### src/rtl/lsu.sv
// lsu: load/store unit with a single outstanding data-memory access, byte-lane steering and a bus timeout.
// Optional build macro LSU_MISALIGN_TRAP_EN traps misaligned half/word accesses instead of aligning them down.
module lsu #(
  parameter int unsigned TIMEOUT_CYCLES = 255
) (
  input  logic        clk,
  input  logic        rst,
  input  logic        valid_i,
  input  logic        ld_i,
  input  logic        st_i,
  input  logic [1:0]  size_i,
  input  logic        unsigned_i,
  input  logic [31:0] addr_i,
  input  logic [31:0] wdata_i,
  input  logic        gprs_wena_i,
  input  logic [4:0]  gprs_waddr_i,
  input  logic [31:0] gprs_wdata_i,
  output logic        dmem_req,
  output logic        dmem_we,
  output logic [31:0] dmem_addr,
  output logic [3:0]  dmem_wstrb,
  output logic [31:0] dmem_wdata,
  input  logic        dmem_ack,
  input  logic [31:0] dmem_rdata,
  output logic        stall_o,
  output logic        gprs_wena_o,
  output logic [4:0]  gprs_waddr_o,
  output logic [31:0] gprs_wdata_o,
  output logic        err_o
);

  localparam int unsigned CW = (TIMEOUT_CYCLES > 1) ? $clog2(TIMEOUT_CYCLES) : 1;
  localparam logic [CW-1:0] CNT_LAST = CW'(TIMEOUT_CYCLES - 1);

  typedef enum logic {IDLE, BUSY} state_t;

  state_t        state_q, state_d;
  logic [CW-1:0] cnt_q, cnt_d;
  logic          is_ld_q, is_ld_d;
  logic [1:0]    size_q, size_d;
  logic          uns_q, uns_d;
  logic [1:0]    lane_q, lane_d;
  logic [4:0]    rd_q, rd_d;

  logic          dmem_req_q, dmem_req_d;
  logic          dmem_we_q, dmem_we_d;
  logic [31:0]   dmem_addr_q, dmem_addr_d;
  logic [3:0]    dmem_wstrb_q, dmem_wstrb_d;
  logic [31:0]   dmem_wdata_q, dmem_wdata_d;
  logic          gprs_wena_q, gprs_wena_d;
  logic [4:0]    gprs_waddr_q, gprs_waddr_d;
  logic [31:0]   gprs_wdata_q, gprs_wdata_d;
  logic          err_q, err_d;

  logic          access;
  logic          trap;
  logic          accept;
  logic [1:0]    lane;
  logic [3:0]    strb;
  logic [31:0]   st_data;
  logic [7:0]    ld_byte;
  logic [15:0]   ld_half;
  logic [31:0]   ld_data;

  assign access = valid_i & (ld_i | st_i);

`ifdef LSU_MISALIGN_TRAP_EN
  logic misaligned;
  assign misaligned = (size_i == 2'b01) ? addr_i[0] : (size_i[1] & (addr_i[1:0] != 2'b00));
  assign trap       = (state_q == IDLE) & access & misaligned;
`else
  assign trap       = 1'b0;
`endif

  assign accept  = (state_q == IDLE) & access & ~trap;
  assign stall_o = accept | (state_q == BUSY);

  // Lane is the access offset after aligning down to the access size.
  always_comb begin
    lane    = addr_i[1:0];
    strb    = 4'b1111;
    st_data = wdata_i;
    case (size_i)
      2'b00: begin
        strb    = 4'b0001 << lane;
        st_data = {4{wdata_i[7:0]}};
      end
      2'b01: begin
        lane[0] = 1'b0;
        strb    = 4'b0011 << lane;
        st_data = {2{wdata_i[15:0]}};
      end
      default: lane = 2'b00;
    endcase
  end

  always_comb begin
    case (lane_q)
      2'b00:   ld_byte = dmem_rdata[7:0];
      2'b01:   ld_byte = dmem_rdata[15:8];
      2'b10:   ld_byte = dmem_rdata[23:16];
      default: ld_byte = dmem_rdata[31:24];
    endcase
    ld_half = lane_q[1] ? dmem_rdata[31:16] : dmem_rdata[15:0];
    case (size_q)
      2'b00:   ld_data = {{24{~uns_q & ld_byte[7]}}, ld_byte};
      2'b01:   ld_data = {{16{~uns_q & ld_half[15]}}, ld_half};
      default: ld_data = dmem_rdata;
    endcase
  end

  always_comb begin
    state_d      = state_q;
    cnt_d        = cnt_q;
    is_ld_d      = is_ld_q;
    size_d       = size_q;
    uns_d        = uns_q;
    lane_d       = lane_q;
    rd_d         = rd_q;
    dmem_req_d   = dmem_req_q;
    dmem_we_d    = dmem_we_q;
    dmem_addr_d  = dmem_addr_q;
    dmem_wstrb_d = dmem_wstrb_q;
    dmem_wdata_d = dmem_wdata_q;
    gprs_wena_d  = 1'b0;
    gprs_waddr_d = gprs_waddr_q;
    gprs_wdata_d = gprs_wdata_q;
    err_d        = 1'b0;

    case (state_q)
      IDLE: begin
        cnt_d = '0;
        if (accept) begin
          state_d      = BUSY;
          is_ld_d      = ld_i;
          size_d       = size_i;
          uns_d        = unsigned_i;
          lane_d       = lane;
          rd_d         = gprs_waddr_i;
          dmem_req_d   = 1'b1;
          dmem_we_d    = ~ld_i;
          dmem_addr_d  = {addr_i[31:2], 2'b00};
          dmem_wstrb_d = ld_i ? 4'b0000 : strb;
          dmem_wdata_d = ld_i ? 32'h0 : st_data;
        end else if (trap) begin
          err_d = 1'b1;
        end else if (valid_i) begin
          gprs_wena_d  = gprs_wena_i & (gprs_waddr_i != 5'd0);
          gprs_waddr_d = gprs_waddr_i;
          gprs_wdata_d = gprs_wdata_i;
        end
      end
      BUSY: begin
        // An ack arriving on the timeout cycle still completes the access.
        if (dmem_ack || (cnt_q == CNT_LAST)) begin
          state_d      = IDLE;
          dmem_req_d   = 1'b0;
          dmem_we_d    = 1'b0;
          dmem_addr_d  = 32'h0;
          dmem_wstrb_d = 4'b0000;
          dmem_wdata_d = 32'h0;
          if (dmem_ack) begin
            if (is_ld_q) begin
              gprs_wena_d  = (rd_q != 5'd0);
              gprs_waddr_d = rd_q;
              gprs_wdata_d = ld_data;
            end
          end else begin
            err_d = 1'b1;
          end
        end else begin
          cnt_d = cnt_q + 1'b1;
        end
      end
      default: state_d = IDLE;
    endcase
  end

  always_ff @(posedge clk) begin
    if (!rst) begin
      state_q      <= IDLE;
      cnt_q        <= '0;
      is_ld_q      <= 1'b0;
      size_q       <= 2'b00;
      uns_q        <= 1'b0;
      lane_q       <= 2'b00;
      rd_q         <= 5'd0;
      dmem_req_q   <= 1'b0;
      dmem_we_q    <= 1'b0;
      dmem_addr_q  <= 32'h0;
      dmem_wstrb_q <= 4'b0000;
      dmem_wdata_q <= 32'h0;
      gprs_wena_q  <= 1'b0;
      gprs_waddr_q <= 5'd0;
      gprs_wdata_q <= 32'h0;
      err_q        <= 1'b0;
    end else begin
      state_q      <= state_d;
      cnt_q        <= cnt_d;
      is_ld_q      <= is_ld_d;
      size_q       <= size_d;
      uns_q        <= uns_d;
      lane_q       <= lane_d;
      rd_q         <= rd_d;
      dmem_req_q   <= dmem_req_d;
      dmem_we_q    <= dmem_we_d;
      dmem_addr_q  <= dmem_addr_d;
      dmem_wstrb_q <= dmem_wstrb_d;
      dmem_wdata_q <= dmem_wdata_d;
      gprs_wena_q  <= gprs_wena_d;
      gprs_waddr_q <= gprs_waddr_d;
      gprs_wdata_q <= gprs_wdata_d;
      err_q        <= err_d;
    end
  end

  assign dmem_req     = dmem_req_q;
  assign dmem_we      = dmem_we_q;
  assign dmem_addr    = dmem_addr_q;
  assign dmem_wstrb   = dmem_wstrb_q;
  assign dmem_wdata   = dmem_wdata_q;
  assign gprs_wena_o  = gprs_wena_q;
  assign gprs_waddr_o = gprs_waddr_q;
  assign gprs_wdata_o = gprs_wdata_q;
  assign err_o        = err_q;

endmodule

### config.mk
export PLATFORM = sky130hd
export DESIGN_NAME = lsu
export DESIGN_NICKNAME = d
export VERILOG_FILES = /design/src/rtl/lsu.sv
export SDC_FILE = /design/constraint.sdc
export NUM_CORES = 1
export LEC_CHECK = 0
export CAP_MARGIN = 40
export CORE_MARGIN = 3
export CORE_UTILIZATION = 25
export DETAILED_ROUTE_END_ITERATION = 10
export GPL_TIMING_DRIVEN = 0
export HOLD_SLACK_MARGIN = 0.15
export PLACE_DENSITY = 0.51
export SYNTH_ARGS = -nofsm -noshare
export SYNTH_HDL_FRONTEND = slang
export SYNTH_SLANG_ARGS = --single-unit
### constraint.sdc
create_clock -name clk -period 2.18 [get_ports clk]
set_clock_uncertainty 0.1 [all_clocks]
set_input_delay 0.218 -clock clk [delete_from_list [all_inputs] [get_ports clk]]
set_output_delay 0.218 -clock clk [all_outputs]
set_load 0.005 [all_outputs]
==> flow_metrics.tcl, run 1 <==
set metrics [dict create \
    status "complete, no violations" \
    io_buffers 247 \
    leakage_uw 0.00340 \
    met2_usage_pct 29.3 \
    clkTransAtPathRegs_ns 0.06 \
    crit_chain "buf_2 -> inv_4 -> nand2_1 -> clkdlybuf4s50_1" \
    vias 5946 \
    dieWidth_um 158 \
    instances_no_fill 1195 \
    synth-simple-area-share_pct 12.8 \
    required_ns 1.86 \
    r2r_cells 8 \
    intPower_uw 5250 \
    insertion_delay_ns 0.41 \
    path_class "register to output port" \
    routed_wl_mm 23.6 \
    grt_pass1_vias 6014 \
    synth_top_area_share_pct 44.2 \
    max-cap-violations 0 \
    grt_use_met3_pct 7.24 \
    cp_max_fo 10 \
    track_usage_pct 18.3 \
    setup_viol 0 \
    yosysTopAreaCell "dfxtp_1" \
    final_hold_viol_count 0 \
    dp_hpwl_mm 17.8 \
    cp-end-kind "output port" \
    antenna_found_initial 2 \
    ys_seq_elements 127 \
    yosysMostFrequentCell "dfxtp_1" \
    ys_warn_count 0 \
    r2r_slack_ns 0.17 \
    synthCells 628 \
    dr.pass1.iters 4 \
    cts_made_buffers 17 \
    seqPwrFrac_pct 35.8 \
    switchingPower_uw 1680 \
    synth_cell_types 58 \
    crit_path_start_kind "register" \
    crit_path_top_delay_cell "clkdlybuf4s50_1" \
    switching_share_pct 24.3 \
    cp-startpoint "state_q" \
    synth-edff-count 0 \
    powerDensity_mw_per_mm2 742 \
    fin_util_pct 42.1 \
    core_area_mm2 0.0222 \
    finalMaxSlewViolations 0 \
    cts_root_buffer "clkbuf_16" \
    worst_ep_arrival_time_ns 1.72 \
    p_clk_share_pct 48.6 \
    drc 0 \
    gp_congestion 0.801 \
    hold_class "input port to register" \
    htree_num_levels 4 \
    avgSynthCellArea_um2 9.16 \
    synth_ff_type "dfxtp_1" \
    nFillCells 2249 \
    tightest_slew_ns 0.731 \
    synth_top_family_by_area "compound AO/OA/AOI/OAI gates" \
    vias_per_cell 4.98 \
    cts_num_sinks 127 \
    ir_drop_mv 0.420 \
    dp_cells 1157 \
    synthMuxAreaShare_pct 6.85 \
    register_area_mm2 0.00254 \
    fin_crit_ns 2.04 \
    post-route-period-util_pct 93.6 \
    grt_use_met1_pct 23.0 \
    synth_adder_area_share_pct 0.435 \
    grt_start_max_net_pins 17 \
    detailedPlace.worstSlack_ns -0.444 \
    hp-start "size_i[0]" \
    cts_tree "yes" \
    drive_gt1_share_pct 8.42 \
    drt_iter0_drc 276 \
    min_path_cells 4 \
    max_slew_margin_pct 51.3 \
    yosysSeqAreaShare_pct 44.2 \
    antenna_left 0 \
    synth_common_cells "dfxtp_1 (127), nand2_1 (70), a22o_1 (62)" \
    io_pins 253 \
    globalRoute.busiestLayer "met2" \
    multi_input_area_mm2 0.00294 \
    rr_startpoint "cnt_q[0]" \
    die_y_um 158 \
    initial_core_util_pct 25.9 \
    fp-row-count 54 \
    max_freq_mhz 490 \
    nets 1047 \
    timing.final.ws_setup_ns 0.140 \
    post_drt_wl_per_cell_um 19.8 \
    antennaDiodeCount 0 \
    synth_async_sr_flop_share_pct 0 \
    synth_compound_area_share_pct 30.4 \
    synth_area_mm2 0.00575 \
    yosys-top-cells-area "dfxtp_1 (44%), a22o_1 (9.4%), mux2i_1 (5.0%), nand2_1 (4.6%), o21ai_0 (4.4%)" \
    cts_buffer_depth 2 \
    die_area_mm2 0.0249 \
    grt_pass1_wl_mm 35.1 \
    synth_xor_area_share_pct 0.304 \
    slowest_delay_ns 0.53 \
    p_comb_share_pct 15.6 \
    area_growth_pct 62.5 \
    overflow 0 \
]
-- power groups by stage --
stage	Clock [µW]	Combinational, µW	Sequential [µW]
floorplan	0	429	2530
global placement	0	1070	2530
detailed placement	0	1070	2530
CTS	3430	1080	2480
global route	3520	1180	2500
finish	3370	1080	2490
-- layer usage --
| layer | share of wire, % | wire, µm |
|---|---|---|
| met3 | 9.8 | 2310 |
| met1 | 44 | 10300 |
| met2 | 45 | 10700 |
| met4 | 1.1 | 255 |
| met5 | 0.089 | 21 |
-- logic make-up (layout without fill, tap and decap cells) --
| group | after synthesis | in the layout |
|---|---|---|
| mux | 38 | 38 |
| other cells | 1 | 2 |
| flops | 127 | 127 |
| simple gates | 155 | 155 |
| fa+ha+maj | 2 | 2 |
| buf+inv | 63 | 349 |
| compound gates | 240 | 240 |
| xor+xnor | 2 | 2 |
-- worst paths after layout --
| kind | to |
|---|---|
| worst min-delay path | dmem_wdata[24] |
| worst min register to register | dmem_we |
| worst max-delay path | stall_o |
| worst max register to register | dmem_addr[8] |
-- cells in the final DEF (no fill, tap or decap), drive strengths merged, types with 20 or more instances in the layout --
cell and instances:
clkdlybuf4s50 247, dfxtp 127, nand2 70, a22o 62, clkbuf 55, o21ai 51, nor2 41, mux2i 30
a21oi 28, buf 26, o211ai 23, o2bb2ai 20
-- repair_timing --
action / in CTS / in global routing
pin swaps: 1 / 2
setup endpoints to repair: 66 / 52
hold endpoints to repair: 1 / 0
buffers inserted: 1 / 4
hold buffers: 1 / 0
gates resized for setup: 2 / 4
-- final cells by class --
class / count / share of cell area (%)
plain buffers: 55 / 2.76
inverters: 8 / 0.348
flip-flops and latches: 127 / 27.2
well taps: 280 / 3.75
multi-input cells: 439 / 31.5
repair buffers: 254 / 27.0
clock buffers: 20 / 4.99
clock inverters: 12 / 2.46
-- state kept, by name, indices dropped and copies added (netlist names) --
register      count
state_q           1
cnt_q             8
dmem_wdata       32
uns_q             1
is_ld_q           1
dmem_we           1
rd_q              5
dmem_addr        30
gprs_waddr_o      5
size_q            2
gprs_wena_o       1
err_o             1
dmem_wstrb        4
lane_q            2
gprs_wdata_o     32
dmem_req          1
-- through the flow --
step                      cell area, µm²  hold WS, ns  TNS, ns  total power, µW
final                               9350        0.274        0             6940
after global routing                9350        0.280  -0.0149             7190
after CTS                           9310        0.251        0             7000
after detailed placement            8590        0.338   -25.34             3600
after global placement              8580        0.342   -24.39             3610
after floorplan                     5760        0.244        0             2960
-- critical path, delay by kind of cell (launching register included) --
kind | cells | cell delay, ns
buf+inv | 3 | 0.86
flops | 1 | 0.30
simple gates | 1 | 0.16
No activity file was read; power rests on OpenSTA's default activity.
==> run 2: changes to the inputs <==
- REMOVE_ABC_BUFFERS: default -> 1
==> run 2 against run 1 <==
Routed wire length is 3.7% lower; sequential power is essentially flat; sequential share of layout area grew 0.060 points; clock power down 15%; maximum frequency down 1.7%; combinational power about the same; non-clock buffer count shrank 37.
==> flow_metrics.tcl, run 2 (synthesis results as in run 1) <==
set metrics [dict create \
    fin_crit_ns 2.08 \
    cp_max_fo 17 \
    grt_setup_unrepaired "false" \
    crit_path_top_delay_cell "clkdlybuf4s50_1" \
    grt_pass1_vias 5745 \
    cts_root_buffer "clkbuf_16" \
    initial_core_util_pct 25.9 \
    slowest_delay_ns 0.59 \
    post-route-period-util_pct 95.2 \
    timing.final.ws_setup_ns 0.105 \
    vias 5776 \
    gp_congestion 0.754 \
    clkTransAtPathRegs_ns 0.06 \
    crit_path_start_kind "register" \
    max_freq_mhz 482 \
    hold_class "input port to register" \
    setup_viol 0 \
    htree_num_levels 4 \
    max_slew_margin_pct 45.2 \
    drc 0 \
    critical_path_buf_inv_count 2 \
    overflow 0 \
    grt_start_max_net_pins 34 \
    powerDensity_mw_per_mm2 689 \
    worst_ep_arrival_time_ns 1.76 \
    detailedPlace.worstSlack_ns -0.928 \
    fin_util_pct 42.1 \
    nets 1011 \
    io_pins 253 \
    finalMaxSlewViolations 0 \
    cts_made_buffers 17 \
    area_growth_pct 62.6 \
    dr.pass1.iters 4 \
    drive_gt1_share_pct 9.22 \
    final_common_cell "clkdlybuf4s50_1" \
    status "complete, no violations" \
    dieWidth_um 158 \
    required_ns 1.86 \
    drt_iter0_drc 330 \
    routed_wl_mm 22.7 \
    post_drt_wl_per_cell_um 19.6 \
    die_area_mm2 0.0249 \
    cts_buffer_depth 2 \
    vias_per_cell 4.98 \
    leakage_uw 0.00338 \
    tightest_slew_ns 0.819 \
    power_uw 6450 \
    layout_common_cells "clkdlybuf4s50_1 (248), dfxtp_1 (124), nand2_1 (69)" \
    final_hold_viol_count 0 \
    crit_chain "clkinv_4 -> nand2_2 -> clkdlybuf4s50_1" \
    io_buffers 250 \
    cts_tree "yes" \
    antenna_left 0 \
    cp-end-kind "output port" \
    track_usage_pct 17.7 \
    nFillCells 2211 \
    cts_num_sinks 127 \
    core_area_mm2 0.0222 \
    path_class "register to output port" \
    antenna_found_initial 2 \
    max-cap-violations 0 \
    die_y_um 158 \
    insertion_delay_ns 0.42 \
    dp_hpwl_mm 16.5 \
    critPathTopFamily "buffers and inverters" \
    fp-row-count 54 \
    grt_pass1_wl_mm 33.7 \
    ir_drop_mv 0.486 \
]
[run 2: cell type report]
class / count / area [µm²] / area share, %
Multi-Input combinational cell: 440 / 3000 / 32.0
Timing Repair Buffer: 272 / 2830 / 30.3
Sequential cell: 127 / 2550 / 27.2
Clock buffer: 18 / 439 / 4.70
Tap cell: 280 / 350 / 3.75
Clock inverter: 14 / 146 / 1.57
Inverter: 8 / 37.5 / 0.401
Antenna cell: 1 / 2.50 / 0.0268
[run 2: report_power, final]
part	internal (µW)	switching [µW]	leakage (µW)
logic	616	484	0.00207
clock network	1640	1210	0.000282
registers	2420	73.9	0.00103
total	4680	1770	0.00338
[run 2: through the flow]
step           instances  TNS (ns)  hold WS, ns  area (µm²)
6_report            1160         0        0.204        9350
4_1_cts             1159   -0.0585        0.256        9340
3_5_place_dp        1120    -60.61        0.347        8640
5_1_grt             1159         0        0.271        9350
2_1_floorplan        574   -179.02        0.244        5510
3_3_place_gp        1104   -446.41        0.334        8360
[run 2: repair_timing]
item | CTS | global route
pin swaps | 2 | 0
hold buffers | 0 | 0
gates resized for setup | 11 | 6
buffers inserted | 6 | 0
endpoints found under the setup margin | 101 | 26
cloned | 1 | 0
[run 2: worst paths after layout]
check | start | end | slack [ns] | cells past startpoint
setup / recovery | state_q | stall_o | 0.10 | 3
hold / removal | ld_i | is_ld_q | 0.20 | 3
setup reg to reg | lane_q[1] | gprs_wdata_o[10] | 0.11 | 5
hold reg to reg | gprs_wdata_o[15] | gprs_wdata_o[15] | 0.36 | 2
[run 2: layer usage]
layer	routed length, µm	global-route usage [%]	up-vias
li1	-	-	2847
met1	9800	21.5	2658
met2	9990	27.8	254
met3	2700	9.19	17
met4	248	4.50	0
met5	0	0	-
[run 2: worst min-delay path: stages]
cell	delay, ns
dlymetal6s2s_1	0.24
a22oi_1	0.14
nor2_1	0.08
